<file path="src/rtl/axi_pkg.sv">
// AXI shared types and helpers: transaction context, per-beat response context,
// burst/resp encodings, beat-sequencer state and the next-beat address function.
// Latency: n/a (package). Backpressure: n/a.
package axi_pkg;

  localparam int AW           = 32;
  localparam int ID_W         = 4;
  localparam int USER_W       = 4;
  localparam int AXI_4K_SHIFT = 12;

  typedef enum logic [1:0] {
    AXI_BURST_FIXED = 2'b00,
    AXI_BURST_INCR  = 2'b01,
    AXI_BURST_WRAP  = 2'b10,
    AXI_BURST_RSVD  = 2'b11
  } axi_burst_e;

  typedef enum logic [1:0] {
    AXI_RESP_OKAY   = 2'b00,
    AXI_RESP_EXOKAY = 2'b01,
    AXI_RESP_SLVERR = 2'b10,
    AXI_RESP_DECERR = 2'b11
  } axi_resp_e;

  typedef enum logic {
    AXI_SEQ_IDLE  = 1'b0,
    AXI_SEQ_BURST = 1'b1
  } axi_seq_state_e;

  // Captured AR/AW transaction context.
  typedef struct packed {
    logic [AW-1:0]     addr;
    axi_burst_e        burst;
    logic [2:0]        size;
    logic [7:0]        len;
    logic [USER_W-1:0] user;
    logic [ID_W-1:0]   id;
    logic              lock;
  } axi_ctx_t;

  // Per-beat response context handed to the access stage.
  typedef struct packed {
    logic [ID_W-1:0]   id;
    logic [USER_W-1:0] user;
    axi_resp_e         resp;
    logic              last;
  } xfer_ctx_t;

  // Mask of the address bits below the beat size.
  function automatic logic [AW-1:0] axi_size_mask(input logic [2:0] size);
    return (AW'(1) << size) - AW'(1);
  endfunction

  // WRAP bursts must be 2, 4, 8 or 16 beats long.
  function automatic logic axi_wrap_len_ok(input logic [7:0] len);
    return (len == 8'd1) || (len == 8'd3) || (len == 8'd7) || (len == 8'd15);
  endfunction

  // Address of the beat following 'addr'. For WRAP the boundary is derived
  // from the current address, which always stays inside the original
  // container, so it matches the boundary of the first beat.
  function automatic logic [AW-1:0] axi_next_addr(input logic [AW-1:0] addr,
                                                  input axi_burst_e    burst,
                                                  input logic [2:0]    size,
                                                  input logic [7:0]    len);
    logic [AW-1:0] bytes;
    logic [AW-1:0] cont_mask;
    logic [AW-1:0] result;
    bytes     = AW'(1) << size;
    cont_mask = ((AW'(len) + AW'(1)) << size) - AW'(1);
    case (burst)
      AXI_BURST_INCR: result = (addr & ~axi_size_mask(size)) + bytes;
      AXI_BURST_WRAP: result = (addr & ~cont_mask) | ((addr + bytes) & cont_mask);
      default:        result = addr;
    endcase
    return result;
  endfunction

endpackage

</file>
<file path="src/rtl/axi_burst_chk.sv">
// Burst legality check: maps an AXI address context to OKAY or SLVERR.
// Latency: combinational. Backpressure: none (pure function of i_ctx).
// Ports: i_ctx (captured context), o_resp (response for every beat).
// Optional: AXI_SEQ_4K_CHECK_EN adds the INCR 4KB-crossing check.
module axi_burst_chk
  import axi_pkg::*;
#(
  parameter int DW = 32
) (
  input  axi_ctx_t  i_ctx,
  output axi_resp_e o_resp
);

  localparam int MAX_SIZE = $clog2(DW / 8);

  logic w_rsvd;
  logic w_size_bad;
  logic w_wrap_bad;
  logic w_4k_bad;
  logic w_unused;

  assign w_rsvd     = (i_ctx.burst == AXI_BURST_RSVD);
  assign w_size_bad = (i_ctx.size > 3'(MAX_SIZE));
  assign w_wrap_bad = (i_ctx.burst == AXI_BURST_WRAP) &&
                      (!axi_wrap_len_ok(i_ctx.len) ||
                       (|(i_ctx.addr & axi_size_mask(i_ctx.size))));

`ifdef AXI_SEQ_4K_CHECK_EN
  // Last beat address of an INCR burst; a differing page number means the
  // burst straddles a 4KB boundary.
  logic [AW-1:0] w_end_addr;
  assign w_end_addr = (i_ctx.addr & ~axi_size_mask(i_ctx.size)) +
                      (AW'(i_ctx.len) << i_ctx.size);
  assign w_4k_bad   = (i_ctx.burst == AXI_BURST_INCR) &&
                      (i_ctx.addr[AW-1:AXI_4K_SHIFT] != w_end_addr[AW-1:AXI_4K_SHIFT]);
`else
  assign w_4k_bad   = 1'b0;
`endif

  assign o_resp = (w_rsvd || w_size_bad || w_wrap_bad || w_4k_bad) ?
                  AXI_RESP_SLVERR : AXI_RESP_OKAY;

  // Identity/lock fields do not affect legality.
  assign w_unused = ^{i_ctx.user, i_ctx.id, i_ctx.lock};

endmodule

</file>
<file path="src/rtl/axi_beat_addr_seq.sv">
// Beat address sequencer: expands one AXI address context into per-beat
// address, beat index and response context (FIXED/INCR/WRAP, SLVERR on illegal).
// Latency: first beat valid 1 cycle after accept; one idle cycle between bursts.
// Backpressure: s_ready only in IDLE; beat outputs held stable while m_ready=0.
// Ports: clk, rst_n (async active-low); s_valid/s_ready/s_ctx context input;
//        m_valid/m_ready, m_addr, m_beat, m_xfer per-beat output.
// Optional: AXI_SEQ_4K_CHECK_EN (in axi_burst_chk) flags INCR 4KB crossings.
module axi_beat_addr_seq
  import axi_pkg::*;
#(
  parameter int DW = 32,
  parameter int AW = axi_pkg::AW
) (
  input  logic          clk,
  input  logic          rst_n,
  input  logic          s_valid,
  output logic          s_ready,
  input  axi_ctx_t      s_ctx,
  output logic          m_valid,
  input  logic          m_ready,
  output logic [AW-1:0] m_addr,
  output logic [7:0]    m_beat,
  output xfer_ctx_t     m_xfer
);

  axi_seq_state_e    r_state;
  axi_seq_state_e    w_state_nxt;

  // Burst context held for the duration of the burst.
  axi_burst_e        r_burst;
  logic [2:0]        r_size;
  logic [7:0]        r_len;
  logic [ID_W-1:0]   r_id;
  logic [USER_W-1:0] r_user;
  axi_resp_e         r_resp;
  logic [AW-1:0]     r_addr;
  logic [7:0]        r_beat;

  axi_resp_e         w_resp;
  axi_burst_e        w_eff_burst;
  logic              w_accept;
  logic              w_advance;
  logic              w_last;
  logic              w_unused;

  axi_burst_chk #(
    .DW (DW)
  ) u_burst_chk (
    .i_ctx  (s_ctx),
    .o_resp (w_resp)
  );

  // Sequence actually walked: reserved bursts stay on the start address,
  // illegal WRAPs (bad length or misaligned) walk as INCR.
  always_comb begin
    w_eff_burst = s_ctx.burst;
    case (s_ctx.burst)
      AXI_BURST_RSVD: w_eff_burst = AXI_BURST_FIXED;
      AXI_BURST_WRAP: begin
        if (!axi_wrap_len_ok(s_ctx.len) ||
            (|(s_ctx.addr & axi_size_mask(s_ctx.size)))) begin
          w_eff_burst = AXI_BURST_INCR;
        end
      end
      default: w_eff_burst = s_ctx.burst;
    endcase
  end

  assign w_last = (r_beat == r_len);

  // FSM: state register.
  always_ff @(posedge clk or negedge rst_n) begin
    if (!rst_n) begin
      r_state <= AXI_SEQ_IDLE;
    end else begin
      r_state <= w_state_nxt;
    end
  end

  // FSM: next state and handshake outputs.
  always_comb begin
    w_state_nxt = r_state;
    s_ready     = 1'b0;
    m_valid     = 1'b0;
    w_accept    = 1'b0;
    w_advance   = 1'b0;
    case (r_state)
      AXI_SEQ_IDLE: begin
        s_ready = 1'b1;
        if (s_valid) begin
          w_accept    = 1'b1;
          w_state_nxt = AXI_SEQ_BURST;
        end
      end
      AXI_SEQ_BURST: begin
        m_valid = 1'b1;
        if (m_ready) begin
          if (w_last) begin
            w_state_nxt = AXI_SEQ_IDLE;
          end else begin
            w_advance = 1'b1;
          end
        end
      end
      default: w_state_nxt = AXI_SEQ_IDLE;
    endcase
  end

  // Context, address and beat counter.
  always_ff @(posedge clk or negedge rst_n) begin
    if (!rst_n) begin
      r_burst <= AXI_BURST_FIXED;
      r_size  <= '0;
      r_len   <= '0;
      r_id    <= '0;
      r_user  <= '0;
      r_resp  <= AXI_RESP_OKAY;
      r_addr  <= '0;
      r_beat  <= '0;
    end else if (w_accept) begin
      r_burst <= w_eff_burst;
      r_size  <= s_ctx.size;
      r_len   <= s_ctx.len;
      r_id    <= s_ctx.id;
      r_user  <= s_ctx.user;
      r_resp  <= w_resp;
      r_addr  <= s_ctx.addr;
      r_beat  <= '0;
    end else if (w_advance) begin
      r_addr  <= axi_next_addr(r_addr, r_burst, r_size, r_len);
      r_beat  <= r_beat + 8'd1;
    end
  end

  assign m_addr = r_addr;
  assign m_beat = r_beat;

  // Response context is only meaningful with a valid beat; zero otherwise so
  // that IDLE (and reset) presents an all-zero m_xfer.
  always_comb begin
    m_xfer = '0;
    if (m_valid) begin
      m_xfer.id   = r_id;
      m_xfer.user = r_user;
      m_xfer.resp = r_resp;
      m_xfer.last = w_last;
    end
  end

  // Lock is consumed by the exclusive monitor, not here.
  assign w_unused = s_ctx.lock;

endmodule

</file>
<file path="config.mk">
export PLATFORM = sky130hd
export DESIGN_NAME = axi_beat_addr_seq
export DESIGN_NICKNAME = d
export VERILOG_FILES = /design/src/rtl/axi_pkg.sv /design/src/rtl/axi_burst_chk.sv /design/src/rtl/axi_beat_addr_seq.sv
export SDC_FILE = /design/constraint.sdc
export NUM_CORES = 1
export LEC_CHECK = 0
export BUFFER_PORTS_ARGS = -buffer_cell sky130_fd_sc_hd__clkbuf_2
export CAP_MARGIN = 20
export CORE_MARGIN = 2
export CORE_UTILIZATION = 45
export DETAILED_ROUTE_END_ITERATION = 10
export PLACE_DENSITY = 0.66
export SLEW_MARGIN = 5
export SYNTH_ARGS = -nofsm -noshare
export SYNTH_HDL_FRONTEND = slang
export SYNTH_SLANG_ARGS = --single-unit
</file>
<file path="constraint.sdc">
create_clock -name clk -period 3.85 [get_ports clk]
set_clock_uncertainty 0.15 [all_clocks]
set_input_delay 0.77 -clock clk [delete_from_list [all_inputs] [get_ports clk]]
set_output_delay 0.77 -clock clk [all_outputs]
set_load 0.01 [all_outputs]
</file>
# [After elaboration in Yosys (flattened, before gate mapping)]
# Cells that the tools add are included.
[totals] output_inout_bits=53 in_bits=58 wordCells=67 regBits=64
[classes] bitwise=8 n_addsub=7 mux=18 n_lt_le_gt_ge=1 n_reduce_logical=12 shift=3 eq_ne=9
[op_table] operator="bitwise AND 32 bit" n=4
[op_table] operator="adder 32 bit" n=2
[op_table] operator="two-way mux 32 bit" n=2
[op_table] operator="inverter 32 bit" n=2
[op_table] operator="case mux 32 bit (2 select lines)" n=1
[op_table] operator="<< shifter 1 x 3 -> 32 bit (first input constant)" n=2
[op_table] operator="subtractor 32 x 2 -> 32 bit (second input constant)" n=2
[op_table] operator="bitwise OR 32 bit" n=1
[op_table] operator="OR reduction 32 bit" n=1
[op_table] operator="<< shifter 9 x 3 -> 32 bit" n=1
[op_table] operator="subtractor 32 x 1 -> 32 bit (second input constant)" n=1
[op_table] operator="two-way mux 8 bit" n=2
[op_table] operator="two-way mux 11 bit" n=1
[op_table] operator="adder 8 x 1 -> 9 bit (second input constant)" n=1
[op_table] operator="adder 8 x 1 -> 8 bit (second input constant)" n=1
[op_table] operator="== test 8 x 1 -> 1 bit (second input constant)" n=1
[op_table] operator="== test 8 x 2 -> 1 bit (second input constant)" n=1
[op_table] operator="== test 8 x 3 -> 1 bit (second input constant)" n=1
[op_table] operator="== test 8 x 4 -> 1 bit (second input constant)" n=1
[op_table] operator="== test 8 bit" n=1
[op_table] operator="two-way mux 1 bit" n=8
[op_table] operator="== test 2 bit (second input constant)" n=3
[op_table] operator="logical OR 1 bit" n=6
[op_table] operator="two-way mux 2 bit" n=2
[op_table] operator="other kinds (10)" n=10

# [Depth between registers and ports, before layout]
# Gate-level depths: netlist of run 1.
[logic_depth] depth_word=9 depth_mapped=19 depth_no_buf=16

# [Cells and area by module]
# Synthesis of run 1 repeated with hierarchy kept, for this count alone.
[hier_totals] cells_unflattened=939 area_unflattened_um2=6752.7
[modules_own_cells] mod="axi_beat_addr_seq" area_each_um2=6636.4 cells_each=923 instances=1 seq_area_each_um2=1601.5
[modules_own_cells] mod="axi_burst_chk" area_each_um2=116.4 cells_each=16 instances=1 seq_area_each_um2=0.0

# [Least setup slack after synthesis of run 1]
# No wires, ideal clock.
[synth_timing] path_type="reg2reg" startpoint="register r_size[0]" endpoint="register (tool-made name)" slack_ps=281 synth_period_minus_slack_ps=3569 setup_time_ps=121 stages_incl_launch_ff=20 arrival_time_ps=3298 path_cell_list="dfrtp_1 -> buf_6 -> buf_8 -> buf_8 -> buf_8 -> buf_2 -> nand2_1 -> inv_1 -> ha_1 -> a211oi_1 -> o21bai_1 -> a31o_2 -> a21oi_1 -> o21bai_1 -> and2_1 -> buf_1 -> nand4_1 -> nor2_1 -> a211o_1 -> a22o_1"
[synth_lines] item="start: declaration" line_no="axi_beat_addr_seq.sv:31" source="logic [2:0] r_size;"
[synth_lines] item="start signal: assignment" line_no="axi_beat_addr_seq.sv:122" source="r_size <= s_ctx.size;"

==> key figures, run 1 <==
Status
  – Outcome: completed

STA
  – Final setup viols: 0
  – Final worst setup slack: 186 ps
  – Fin. max-slew vios: 0
  – Fmax: about 270 MHz
  – Period utilization: 0.952
  – Final Hold Fails: 0
  – Least-Margin Pin Slew: slightly below 1000 ps
  – Max_slew headroom: 0.360
  – Fin crit period: between 3000 and 4000 ps

Global route
  – Number of global-route vias before repair: about 6.4k
  – Tot GR Track Use: 0.284
  – Initial antenna violation count: 0
  – Largest net degree at the start of global routing: 55
  – Global-route wire length before repair: 34000 µm
  – GR Overflow Total: 0

Final layout
  – Fraction of layout cells with a size suffix above 1: 0.210
  – Post-route cell area: between 7000 and 8000 µm²
  – Layout net count: about 1.1k
  – Footprint of the multi-input gates: ~4600 µm²
  – Fill cell count: about 1.4k
  – Antenna cells: 0
  – P&R area growth vs syn: 17.5%
  – Register area: around 1600 µm²

Synth
  – EDFF count, synth: 0
  – Synth area leaders: dfrtp_1 (24%), nand2_1 (8.4%), o21ai_0 (5.0%)
  – Library cells used by synthesis: 92
  – Async set-reset flop share out of synthesis: 1.00
  – Post-synth top area cell: dfrtp_1
  – Primary FF master, synth: dfrtp_1
  – Post-synth top area share: 0.243
  – Yosys warnings: 0
  – Net count after synthesis: around 960
  – Synth Register Bits: 63
  – Syn Area/Cell: around 7.4 µm²
  – Post-Syn Instances: a little under 900
  – Post-synthesis sequential area ratio: 0.243
  – Post-Syn Area: 6490 µm²

Clock tree
  – Clock Tree Root: clkbuf_16
  – Clock Path Buffers: 2
  – Clock-pin transition on the worst setup and hold timing paths: ~50 ps
  – H-tree depth: 3
  – Worst-skew pair later-pin latency: between 300 and 400 ps
  – TritonCTS buffer count: 9
  – CTS tree: built
  – # clock sinks: between 60 and 70

Die
  – I/O pin total: about 110
  – DIE AREA: 15400 µm²
  – Die width: 124 µm
  – Initial Utilization: 0.464
  – Row count: 43
  – Die Y-Extent: roughly 120 µm
  – Core footprint: 14000 µm²

Route
  – Met2 Wirelength: about 9000 µm
  – M1 wire length: around 9900 µm
  – DR DRC count: 0
  – Max Used Layer: met4
  – Vias: ~7.0k
  – Wire length per cell: approximately 18 µm
  – Drt total wl: approximately 21000 µm
  – Initial DRT Pass Iterations: 5
  – Metal3 WL: around 1600 µm
  – Iter 0 DRT Violations: just under 700
  – Vias/cell: just over 6
  – Remaining antenna violation count: 0

Worst hold path
  – Worst hold path class: reg2reg

Place
  – PortBufs: approximately 110
  – Pre-CTS setup slack: about 240 ps
  – Placement Cell Area: around 7200 µm²
  – Routability Congestion: approximately 0.94
  – Detailed-placement wirelength estimate: roughly 16000 µm

Setup path
  – CP Capture Type: flop
  – Critical Path Fanout Max: 4
  – Nature of the critical path startpoint: flop
  – R2r setup slk: around 190 ps
  – CP arrival: roughly 3800 ps
  – Required @ worst endpoint: around 4000 ps
  – Critical path type: reg2reg

Pwr
  – Pleak: 3.15 nW
  – Worst vdd ir: 0.322 mV
  – Pwr per Cell Area: approximately 770 nW/µm²

Flow run
  – Max-cap violation count: 0
synth_stat cells, drive strengths merged, types with 5 or more instances:
library cell    n
inv            27
mux2i           5
o21ai          71
nor2           78
ha             19
dfrtp          63
o31ai          14
nand3b          5
or3             6
nand4          12
and2           18
nor2b          11
buf            23
nand3          33
a21o            7
a211o           8
o211ai         12
or2            10
nor3           27
a31oi          22
xnor2          37
nand2         147
o22ai           9
clkbuf         30
a211oi         10
nand2b         11
a21oi          44
and3            6
nor4            8
a221oi          5
xor2           15
repair_timing:
item / 4_1_cts / 5_1_grt
hold endpoints to repair: 0 / 0
setup buffers: 0 / 3
setup endpoints to repair: 0 / 8
gates resized for setup: 0 / 8
hold buffers: 0 / 0
worst max-delay path, cell delays in order, from the launching register on:
cell	delay [ps]
dfrtp_1	380
ha_2	310
or2_0	240
a32oi_1	350
a21oi_1	130
a211o_1	350
or2_4	280
nor4_4	370
buf_4	180
a41oi_1	190
o41ai_2	380
a32oi_1	120
o21ai_1	150
cell type report:
type | count | area share
Clock buffer | 13 | 0.0341
Sequential cell | 63 | 0.207
Multi-Input combinational cell | 734 | 0.598
Clock inverter | 3 | 0.00854
Tap cell | 180 | 0.0295
Inverter | 28 | 0.0138
Timing Repair Buffer | 146 | 0.108
path summary, 6_finish.rpt:
| path | from | endpoint | depth (start not counted) |
|---|---|---|---|
| setup / recovery | r_len[0]$_DFFE_PN0P_ | flop | 12 |
| hold / removal | r_id[3]$_DFFE_PN0P_ | r_id[3]$_DFFE_PN0P_ | 2 |
| setup reg to reg | r_len[0]$_DFFE_PN0P_ | flop | 12 |
| hold reg to reg | r_id[3]$_DFFE_PN0P_ | r_id[3]$_DFFE_PN0P_ | 2 |
| max in group asynchronous | rst_n | r_len[2]$_DFFE_PN0P_ | 2 |
| min in group asynchronous | rst_n | async pin | 1 |
metal layers:
metal,GRT usage,vias to the layer above
met1,0.414,3300
met2,0.421,298
li1,-,3410
met4,0.0899,0
met3,0.0517,30
met5,0,-
through the flow:
| stage | std cells | utilization | hold WS, ps | TNS, ps | total power, W |
|---|---|---|---|---|---|
| after floorplan | 878 | - | 288 | 0 | 0.00389 |
| after global placement | 1148 | 0.518 | 304 | 0 | 0.00481 |
| after detailed placement | 1148 | 0.518 | 310 | 0 | 0.00484 |
| after CTS | 1164 | 0.541 | 327 | 0 | 0.00579 |
| after global routing | 1167 | 0.545 | 347 | -2.19 | 0.00635 |
| final | 1167 | 0.545 | 320 | 0 | 0.00588 |
report_power, final:
part / total, W / switching, W / internal [W]
combinational: 0.00368 / 0.00219 / 0.00149
clock: 0.000936 / 0.000333 / 0.000602
sequential: 0.00126 / 0.000368 / 0.000893
total: 0.00588 / 0.00289 / 0.00298
layout by cell type (no fill, tap or decap), drive strengths merged, types with 5 or more instances in the layout:
cell type  Yosys  layout
nand2b        11      11
a21o           7       7
o22ai          9       9
ha            19      19
inv           27      27
dfrtp         63      63
or3            6       6
o211ai        12      12
or2           10      10
a31oi         22      22
nor4           8       8
xor2          15      15
xnor2         37      37
nand4         12      12
o21ai         71      71
nor2b         11      11
nand3b         5       5
nand2        147     147
clkbuf        30     120
nor2          78      78
nor3          27      27
a21oi         44      44
a211o          8       8
a221oi         5       5
a211oi        10      10
o31ai         14      14
and2          18      18
mux2i          5       5
nand3         33      33
buf           23      39
and3           6       6
kinds of logic (layout without fill, tap and decap cells):
logic type	Yosys count	count (layout)	synth area share
and+or+nand+nor	391	391	0.294
buffers and inverters	81	190	0.0604
AOI/OAI and AO/OA	261	261	0.276
adders and majority gates	20	20	0.0397
xor gates and xnor gates	52	52	0.0702
DFF	63	63	0.243
other	1	1	0.000578
muxes	9	9	0.0164
Power figures use the tool's default switching activity.
==> run 2: changes to the inputs <==
clock period = 3.4 ns   (was 3.85 ns; I/O delays follow)
==> key figures, run 2 (synthesis results as in run 1) <==
Pwr
  – Pleak: ~3.6 nW
  – Power Total: between 0.007 and 0.008 W
  – Pwr per Cell Area: between 800 and 900 nW/µm²
  – Worst vdd ir: between 0.4 and 0.5 mV

Die
  – Core footprint: 14000 µm²
  – Die Y-Extent: approximately 120 µm
  – Initial Utilization: 0.464
  – I/O pin total: approximately 110
  – DIE AREA: ~15000 µm²
  – Die width: ~120 µm
  – Row count: 43

Final layout
  – Antenna cells: 0
  – P&R area growth vs syn: 33.3%
  – Fill cell count: approximately 1.3k
  – Final cell count without fillers: 1251
  – Layout net count: between 1k and 1.5k
  – Register area: roughly 1600 µm²
  – Footprint of the multi-input gates: between 4000 and 5000 µm²
  – Fraction of layout cells with a size suffix above 1: 0.324
  – Post-route cell area: between 8000 and 9000 µm²
  – Post-layout util: 0.619
  – Most frequent cells in the layout: nand2_1 (138), buf_4 (115), clkbuf_2 (107)
  – Most common cell after layout, fill and taps aside: nand2_1

Setup path
  – Highest cell delay on the worst timing path: ~450 ps
  – CP arrival: about 3400 ps
  – Required @ worst endpoint: 3480 ps
  – Critical path type: reg2reg
  – Critical Path Fanout Max: 5
  – Critical path's slowest cell: dfrtp_2
  – Nature of the critical path startpoint: flop
  – CP dominant cell by count: nor2_4
  – Critical-path cell list: nor2_4 > buf_4 > nand2_2 > ha_4 > buf_4 > mux2_2 > o21ai_2 > o2111ai_4 > a211oi_4 > nor2_4 > nor2_4 > nand2_1 > xor2_1 > a211o_1 > a22o_1
  – CP Capture Type: flop

Global route
  – Tot GR Track Use: 0.287
  – Global-route wire length before repair: around 35000 µm
  – Largest net degree at the start of global routing: 38
  – GR Overflow Total: 0
  – Initial antenna violation count: 0
  – Number of global-route vias before repair: 6660

Route
  – DR DRC count: 0
  – Wire length per cell: around 18 µm
  – Drt total wl: around 22000 µm
  – Remaining antenna violation count: 0
  – Vias/cell: between 5 and 6
  – Initial DRT Pass Iterations: 5
  – Vias: approximately 7.5k
  – Iter 0 DRT Violations: 698

Clock tree
  – Clock-pin transition on the worst setup and hold timing paths: 60 ps
  – Clock Path Buffers: 2
  – TritonCTS buffer count: 9
  – H-tree depth: 3
  – Clock Tree Root: clkbuf_16
  – Worst-skew pair later-pin latency: between 300 and 400 ps
  – CTS tree: built
  – # clock sinks: 63

STA
  – Final Hold Fails: 0
  – Setup tns final: 0 ps
  – Fin. max-slew vios: 0
  – Fin crit period: between 3000 and 4000 ps
  – Max_slew headroom: 0.450
  – Period utilization: 0.986
  – Least-Margin Pin Slew: around 830 ps
  – Fmax: about 300 MHz
  – Final setup viols: 0
  – RSZ-0062 raised after global routing: true

Place
  – Detailed-placement wirelength estimate: 16200 µm
  – Routability Congestion: just over 0.9
  – DP Cell Count: 1223
  – PortBufs: roughly 110
  – Placement Cell Area: 7840 µm²

Flow run
  – Max-cap violation count: 0

Status
  – Outcome: completed

Worst hold path
  – Worst hold path class: in2async
[run 2: cell count changes in the layout (fill, tap and decap cells not counted), sizes merged]
cell,change
clkinvlp,+1
buf,+85
clkinv,-1
clkbuf,-1
[run 2: final timing paths]
kind	from	to	slack [ps]	cells after the start
max in group asynchronous	rst_n	async pin	2070	2
hold / removal	rst_n	r_len[3]$_DFFE_PN0P_	290	1
setup reg to reg	r_size[1]$_DFFE_PN0P_	flop	50	15
setup / recovery	r_size[1]$_DFFE_PN0P_	flop	50	15
hold reg to reg	r_user[3]$_DFFE_PN0P_	r_user[3]$_DFFE_PN0P_	330	2
min in group clk	r_user[3]$_DFFE_PN0P_	r_user[3]$_DFFE_PN0P_	330	2
[run 2: timing repair]
action / CTS / global route
hold buffers: 0 / 0
resized for setup: 2 / 92
pin swaps: 0 / 42
gates cloned: 0 / 1
setup endpoints to repair: 7 / 24
buffers inserted: 0 / 12
[run 2: power by group]
group          leakage (nW)  total [W]  internal [W]  switching (W)
clock network         0.165    0.00107      0.000697       0.000372
registers             0.796    0.00143       0.00102       0.000411
logic                  2.68    0.00525       0.00242        0.00283
total                  3.64    0.00775       0.00413        0.00362
[run 2: layer usage]
layer / GRT usage / wire length (µm)
met2: 0.436 / 9890
met3: 0.0591 / 1680
met5: 0 / 0
met4: 0.0639 / 385
met1: 0.419 / 10200
[run 2: per-stage QoR]
stage               hold slack [ps]  setup WS [ps]
floorplan                       234          -47.9
global placement                302           6.18
finish                          286           49.1
detailed placement              309          -44.3
global route                    360          -86.8
CTS                             317           25.3
[run 2: final cells by class]
cell class                      count  area share
Multi-Input combinational cell    734       0.566
Clock inverter                      3     0.00752
Clock buffer                       12      0.0308
Sequential cell                    63       0.183
Inverter                           28      0.0126
Timing Repair Buffer              231       0.174
Tap cell                          180      0.0260
[run 2: worst max-delay path, delay by kind of cell, from the launching register on]
kind | cells | cell delay [ps]
buffers and inverters | 2 | 250
multiplexers | 1 | 280
flip-flops | 1 | 450
adder cells (fa/ha/maj) | 1 | 180
XOR/XNOR | 1 | 140
AND/OR/NAND/NOR | 5 | 530
AO/OA/AOI/OAI | 5 | 1260
